--- src/rtl/coreaxi4dmacontroller_rd_tran_queue.sv ---
`default_nettype none
// ============================================================================
// Module  : coreaxi4dmacontroller_rd_tran_queue
// Purpose : In-order AXI4 DMA read-transaction queue (push / issue / retire).
//           Optional macro RD_TRAN_Q_ERR_STICKY_EN keeps a per-entry error bit.
// Revision: 1.0 - initial release
// ============================================================================
module coreaxi4dmacontroller_rd_tran_queue #(
    parameter int ID_WIDTH      = 5,
    parameter int NUM_PRI_LVLS  = 1,
    parameter int MAX_TRAN_SIZE = 23,
    parameter int QUEUE_DEPTH   = 4
) (
    input  logic                         CLOCK,
    input  logic                         RESETN,
    input  logic                         push_valid,
    output logic                         push_ready,
    input  logic [ID_WIDTH-1:0]          push_id,
    input  logic [31:0]                  push_src_addr,
    input  logic [MAX_TRAN_SIZE-1:0]     push_byte_cnt,
    input  logic [1:0]                   push_burst,
    input  logic [NUM_PRI_LVLS-1:0]      push_pri,
    input  logic                         push_strm_dscrptr,
    input  logic                         push_last,
    output logic                         issue_valid,
    input  logic                         issue_ready,
    output logic [ID_WIDTH-1:0]          issue_id,
    output logic [31:0]                  issue_src_addr,
    output logic [MAX_TRAN_SIZE-1:0]     issue_byte_cnt,
    output logic [1:0]                   issue_burst,
    output logic [NUM_PRI_LVLS-1:0]      issue_pri,
    input  logic                         rd_beat_valid,
    input  logic                         rd_beat_last,
    input  logic                         rd_beat_err,
    input  logic                         flush,
    output logic                         retire_valid,
    output logic [ID_WIDTH-1:0]          retire_id,
    output logic                         retire_err,
    output logic                         retire_strm_dscrptr,
    output logic                         retire_last,
    output logic [$clog2(QUEUE_DEPTH):0] occupancy,
    output logic                         orphan_beat
);

    localparam int IDX_W = $clog2(QUEUE_DEPTH);
    localparam int PTR_W = IDX_W + 1;

    logic [ID_WIDTH-1:0]      q_id    [QUEUE_DEPTH];
    logic [31:0]              q_addr  [QUEUE_DEPTH];
    logic [MAX_TRAN_SIZE-1:0] q_cnt   [QUEUE_DEPTH];
    logic [1:0]               q_burst [QUEUE_DEPTH];
    logic [NUM_PRI_LVLS-1:0]  q_pri   [QUEUE_DEPTH];
    logic                     q_strm  [QUEUE_DEPTH];
    logic                     q_last  [QUEUE_DEPTH];

    logic [PTR_W-1:0] wr_ptr, iss_ptr, ret_ptr;
    logic [PTR_W-1:0] wr_ptr_nxt, iss_ptr_nxt;
    logic [PTR_W-1:0] pending, outstanding;
    logic [IDX_W-1:0] wr_idx, iss_idx, ret_idx;
    logic             push_fire, issue_fire, beat_ok, retire_fire;
    logic             beat_err_total;

    assign wr_idx  = wr_ptr[IDX_W-1:0];
    assign iss_idx = iss_ptr[IDX_W-1:0];
    assign ret_idx = ret_ptr[IDX_W-1:0];

    // The extra pointer MSB makes the differences below unambiguous at full/empty.
    assign occupancy   = wr_ptr - ret_ptr;
    assign pending     = wr_ptr - iss_ptr;
    assign outstanding = iss_ptr - ret_ptr;

    assign push_ready  = (occupancy < PTR_W'(QUEUE_DEPTH)) & ~flush;
    assign issue_valid = (pending != '0);
    assign push_fire   = push_valid & push_ready;
    assign issue_fire  = issue_valid & issue_ready;
    assign beat_ok     = rd_beat_valid & (outstanding != '0);
    assign retire_fire = beat_ok & rd_beat_last;

    assign issue_id       = q_id[iss_idx];
    assign issue_src_addr = q_addr[iss_idx];
    assign issue_byte_cnt = q_cnt[iss_idx];
    assign issue_burst    = q_burst[iss_idx];
    assign issue_pri      = q_pri[iss_idx];

    // Flush rewinds the write pointer onto the post-issue pointer so a
    // same-cycle handshake still turns its entry into Issued.
    assign iss_ptr_nxt = iss_ptr + PTR_W'(issue_fire);
    assign wr_ptr_nxt  = flush ? iss_ptr_nxt : (wr_ptr + PTR_W'(push_fire));

    always_ff @(posedge CLOCK or negedge RESETN) begin
        if (!RESETN) begin
            wr_ptr  <= '0;
            iss_ptr <= '0;
            ret_ptr <= '0;
            for (int i = 0; i < QUEUE_DEPTH; i++) begin
                q_id[i]    <= '0;
                q_addr[i]  <= '0;
                q_cnt[i]   <= '0;
                q_burst[i] <= '0;
                q_pri[i]   <= '0;
                q_strm[i]  <= 1'b0;
                q_last[i]  <= 1'b0;
            end
        end else begin
            if (push_fire) begin
                q_id[wr_idx]    <= push_id;
                q_addr[wr_idx]  <= push_src_addr;
                q_cnt[wr_idx]   <= push_byte_cnt;
                q_burst[wr_idx] <= push_burst;
                q_pri[wr_idx]   <= push_pri;
                q_strm[wr_idx]  <= push_strm_dscrptr;
                q_last[wr_idx]  <= push_last;
            end
            wr_ptr  <= wr_ptr_nxt;
            iss_ptr <= iss_ptr_nxt;
            ret_ptr <= ret_ptr + PTR_W'(retire_fire);
        end
    end

`ifdef RD_TRAN_Q_ERR_STICKY_EN
    logic q_err [QUEUE_DEPTH];

    // A pushed slot never aliases the head of the issued region, so the
    // clear-on-push and set-on-beat writes cannot collide.
    always_ff @(posedge CLOCK or negedge RESETN) begin
        if (!RESETN) begin
            for (int i = 0; i < QUEUE_DEPTH; i++) begin
                q_err[i] <= 1'b0;
            end
        end else begin
            if (push_fire) begin
                q_err[wr_idx] <= 1'b0;
            end
            if (beat_ok && rd_beat_err) begin
                q_err[ret_idx] <= 1'b1;
            end
        end
    end

    assign beat_err_total = q_err[ret_idx] | rd_beat_err;
`else
    assign beat_err_total = rd_beat_err;
`endif

    always_ff @(posedge CLOCK or negedge RESETN) begin
        if (!RESETN) begin
            retire_valid        <= 1'b0;
            retire_id           <= '0;
            retire_err          <= 1'b0;
            retire_strm_dscrptr <= 1'b0;
            retire_last         <= 1'b0;
            orphan_beat         <= 1'b0;
        end else begin
            retire_valid <= retire_fire;
            if (retire_fire) begin
                retire_id           <= q_id[ret_idx];
                retire_err          <= beat_err_total;
                retire_strm_dscrptr <= q_strm[ret_idx];
                retire_last         <= q_last[ret_idx];
            end
            if (rd_beat_valid && (outstanding == '0)) begin
                orphan_beat <= 1'b1;
            end
        end
    end

endmodule
`default_nettype wire
--- config.mk ---
export PLATFORM = sky130hd
export DESIGN_NAME = coreaxi4dmacontroller_rd_tran_queue
export DESIGN_NICKNAME = d
export VERILOG_FILES = /design/src/rtl/coreaxi4dmacontroller_rd_tran_queue.sv
export SDC_FILE = /design/constraint.sdc
export NUM_CORES = 1
export LEC_CHECK = 0
export ABC_CLOCK_PERIOD_IN_PS = 2400
export BUFFER_PORTS_ARGS = -buffer_cell sky130_fd_sc_hd__buf_2
export CORE_ASPECT_RATIO = 0.5
export CORE_MARGIN = 2
export CORE_UTILIZATION = 31
export CTS_CLUSTER_DIAMETER = 120
export DETAILED_ROUTE_END_ITERATION = 6
export PLACE_DENSITY = 0.58
export RECOVER_POWER = 25
export SYNTH_ARGS = -nofsm -noshare
export SYNTH_HDL_FRONTEND = slang
export SYNTH_SLANG_ARGS = --single-unit
--- constraint.sdc ---
create_clock -name CLOCK -period 2.4 [get_ports CLOCK]
set_input_delay 0.12 -clock CLOCK [delete_from_list [all_inputs] [get_ports CLOCK]]
set_output_delay 0.12 -clock CLOCK [all_outputs]
set_load 0.01 [all_outputs]
==> flow_metrics.py <==
metrics = {
    "synth": {
        "synth_area_per_cell_um2": 18.4,
        "synth_fp_nets": 790,
        "syn_inst": 705,
        "seq_area_frac_synth": 0.539,
        "synth_flop_cell": "dfrtp_1",
        "synth_cell_types": 29,
        "netlist_area_um2": 13000,
        "ys_async_sr_fraction": 1.00,
        "ys_ff_latch": 279,
        "ys_warn_count": 0,
        "synth-edff-count": 0,
    },
    "global_route": {
        "grt-ovfl-total": 0,
        "grt_max_degree": 69,
        "first_global_vias": 8001,
        "antenna_found_initial": 1,
        "grt_pass1_wl_mm": 48.1,
        "grt_use_total": 0.141,
    },
    "sta": {
        "max_freq_ghz": 0.402,
        "setup_slack_ps": -89.9,
        "maxSlewViolCount": 56,
        "worst_pin_slew_ps": 1590,
        "final_hold_viol_count": 0,
        "fin_skew_ps": 16.3,
        "period_needed_ps": 2490,
        "rsz0062_at_grt": "true",
        "slew_headroom": -0.0628,
        "setup_violations": 135,
        "final.setup.tns_ps": -2740,
        "period_share": 1.04,
    },
    "worst_setup_path": {
        "max_stage_delay_ps": 410,
        "worstPathMaxFanout": 6,
        "critPathRequiredTime_ps": 2820,
        "reg2reg_from": "ret_ptr[0]",
        "endpoint_kind": "flop",
        "startpoint": "ret_ptr[0]",
        "arrival_ps": 2910,
        "crit_type": "reg2reg",
        "critPathTopFamily": "simple AND/OR/NAND/NOR gates",
        "cp_num_buf_inv": 2,
        "crit_chain": "ha_4 -> fa_2 -> xor3_2 -> nor3b_4 -> buf_4 -> and3_4 -> clkbuf_16 -> mux2_4",
        "slowest_stage": "dfrtp_1",
        "start_kind": "flop",
    },
    "route": {
        "totalWireLength_mm": 30.4,
        "dr_total_vias": 7080,
        "dr.pass1.iters": 4,
        "vias_per_cell": 4.67,
        "drc_errors": 0,
        "drtAntennaViolNets": 0,
        "drt_iter0_drc": 256,
        "wl_per_cell_um": 20.0,
    },
    "floorplanning": {
        "dieArea_um2": 43600,
        "rows": 52,
        "die_w_um": 293,
        "coreArea_um2": 40900,
        "die_h_um": 149,
        "io_pins": 151,
        "start_util": 0.317,
    },
    "clock_network": {
        "htreeDepth": 1,
        "cts_root_buffer": "clkbuf_16",
        "clk_latency_ps": 550,
        "clock_sinks": 279,
        "cts_tree": "done",
        "cts_buffer_depth": 3,
        "numCtsBuffers": 28,
        "clkTransAtPathRegs_ps": 60,
    },
    "power_and_ir_drop": {
        "power.leakage_uw": 0.00789,
        "vdd_ir_drop_max_uv": 544,
        "p_per_area_nw_per_um2": 1420,
    },
    "place": {
        "hpwl_mm": 18.8,
        "place_congestion": 0.744,
        "port_buffers": 150,
        "preCtsSetupSlack_ps": -61.0,
    },
    "worst_hold_path": {
        "holdCritPathClass": "in2reg",
        "min_from": "rd_beat_err",
    },
    "finish": {
        "n_fill_cell": 3690,
        "mostFrequentLayoutCells": "277 x dfrtp_1, 212 x mux2_4, 149 x buf_2",
        "final_common_cell": "dfrtp_1",
        "drive_above_1_share": 0.603,
        "final_net_count": 1042,
        "syn_to_final_growth_pct": 27.8,
    },
    "status": {
        "status": "complete, but fails checks",
        "violations": "capacitance limit, slew limit, setup timing",
    },
    "flow_run": {
        "drv_cap": 1,
    },
}
==> cells by family (layout without fill, tap and decap cells) <==
kind of cell,after synthesis,in the layout,synth area share
other,0,1,0
buffers and inverters,51,319,0.0335
xor gates and xnor gates,8,8,0.00666
muxes,340,340,0.400
DFF,279,279,0.539
adders and majority gates,12,12,0.0122
AOI/OAI and AO/OA,3,3,0.00212
and+or+nand+nor,12,13,0.00734
==> worst paths after layout <==
kind,endpoint,slack (ps),depth (start not counted)
setup / recovery,q_addr[11],-90,8
hold / removal,retire_err,370,3
setup reg to reg,q_addr[11],-90,8
hold reg to reg,orphan_beat,480,1
max in group asynchronous,q_addr[70],640,3
min in group asynchronous,q_addr[36],500,2
==> area by class of cell <==
class                      instances  area, um^2  area share
clock inverter                     5        52.6     0.00317
timing repair buffer             265        2160       0.130
sequential                       279        6990       0.422
clock buffer                      42         815      0.0492
tap                              540         676      0.0408
multi-input combinational        376        5850       0.353
antenna                            1        2.50    0.000151
inverter                           7        26.3     0.00159
==> routing by layer <==
| metal | GRT usage | share of wire | vias to the layer above |
|---|---|---|---|
| li1 | - | - | 3134 |
| met1 | 0.182 | 0.44 | 3860 |
| met2 | 0.251 | 0.52 | 55 |
| met3 | 0.0224 | 0.024 | 31 |
| met4 | 0.0291 | 0.015 | 0 |
| met5 | 0 | 0 | - |
==> metrics by stage <==
| step | total power (uW) | hold slack (ps) | instances | area (um^2) | utilization |
|---|---|---|---|---|---|
| CTS | 23600 | 91.4 | 1505 | 16300 | 0.400 |
| detailed placement | 19000 | 82.9 | 1384 | 14700 | 0.359 |
| floorplan | 15600 | -176 | 705 | 13200 | - |
| global route | 24900 | 355 | 1515 | 16600 | 0.406 |
| finish | 23600 | 368 | 1515 | 16600 | 0.406 |
| global placement | 18600 | 70.1 | 1384 | 14700 | 0.359 |
==> repair_timing <==
action	CTS	global route
hold endpoints to repair	514	0
hold buffers	71	0
buffers inserted	1	6
endpoints found under the setup margin	113	265
resized for setup	6	27
cloned	2	3
pin swaps	1	2
==> flip-flops by register name (all words and copies together) (netlist names), 3 cells and up <==
name and cells:
iss_ptr 3, q_addr 128, q_burst 8, q_cnt 92, q_id 20, q_last 4, q_pri 4, q_strm 4
ret_ptr 3, retire_id 5, wr_ptr 3
==> power by group <==
group	switching, uW	internal (uW)	total [uW]
clock	1790	2430	4220
combinational	4260	6700	11000
sequential	1350	7040	8390
==> worst reg2reg max path, stage by stage (launching register included) <==
cell and delay, ps:
dfrtp_1 410, ha_4 170, fa_2 330, xor3_2 270, nor3b_4 270, buf_4 160
and3_4 270, clkbuf_16 190, mux2_4 300
==> cell usage after synthesis (2+ instances only) <==
master / number / area share
buf_12: 5 / 0.0077
mux2_4: 150 / 0.17
mux4_2: 70 / 0.12
mux2_2: 99 / 0.086
buf_2: 9 / 0.0035
nor2b_1: 2 / 0.00097
mux2_1: 21 / 0.018
dfrtp_1: 279 / 0.54
buf_6: 18 / 0.016
xor2_1: 4 / 0.0027
nand3_2: 3 / 0.0023
clkbuf_1: 9 / 0.0026
xnor2_1: 3 / 0.0020
nand2_1: 2 / 0.00058
inv_1: 7 / 0.0020
ha_1: 11 / 0.011
(Power assumes the default switching activity.)
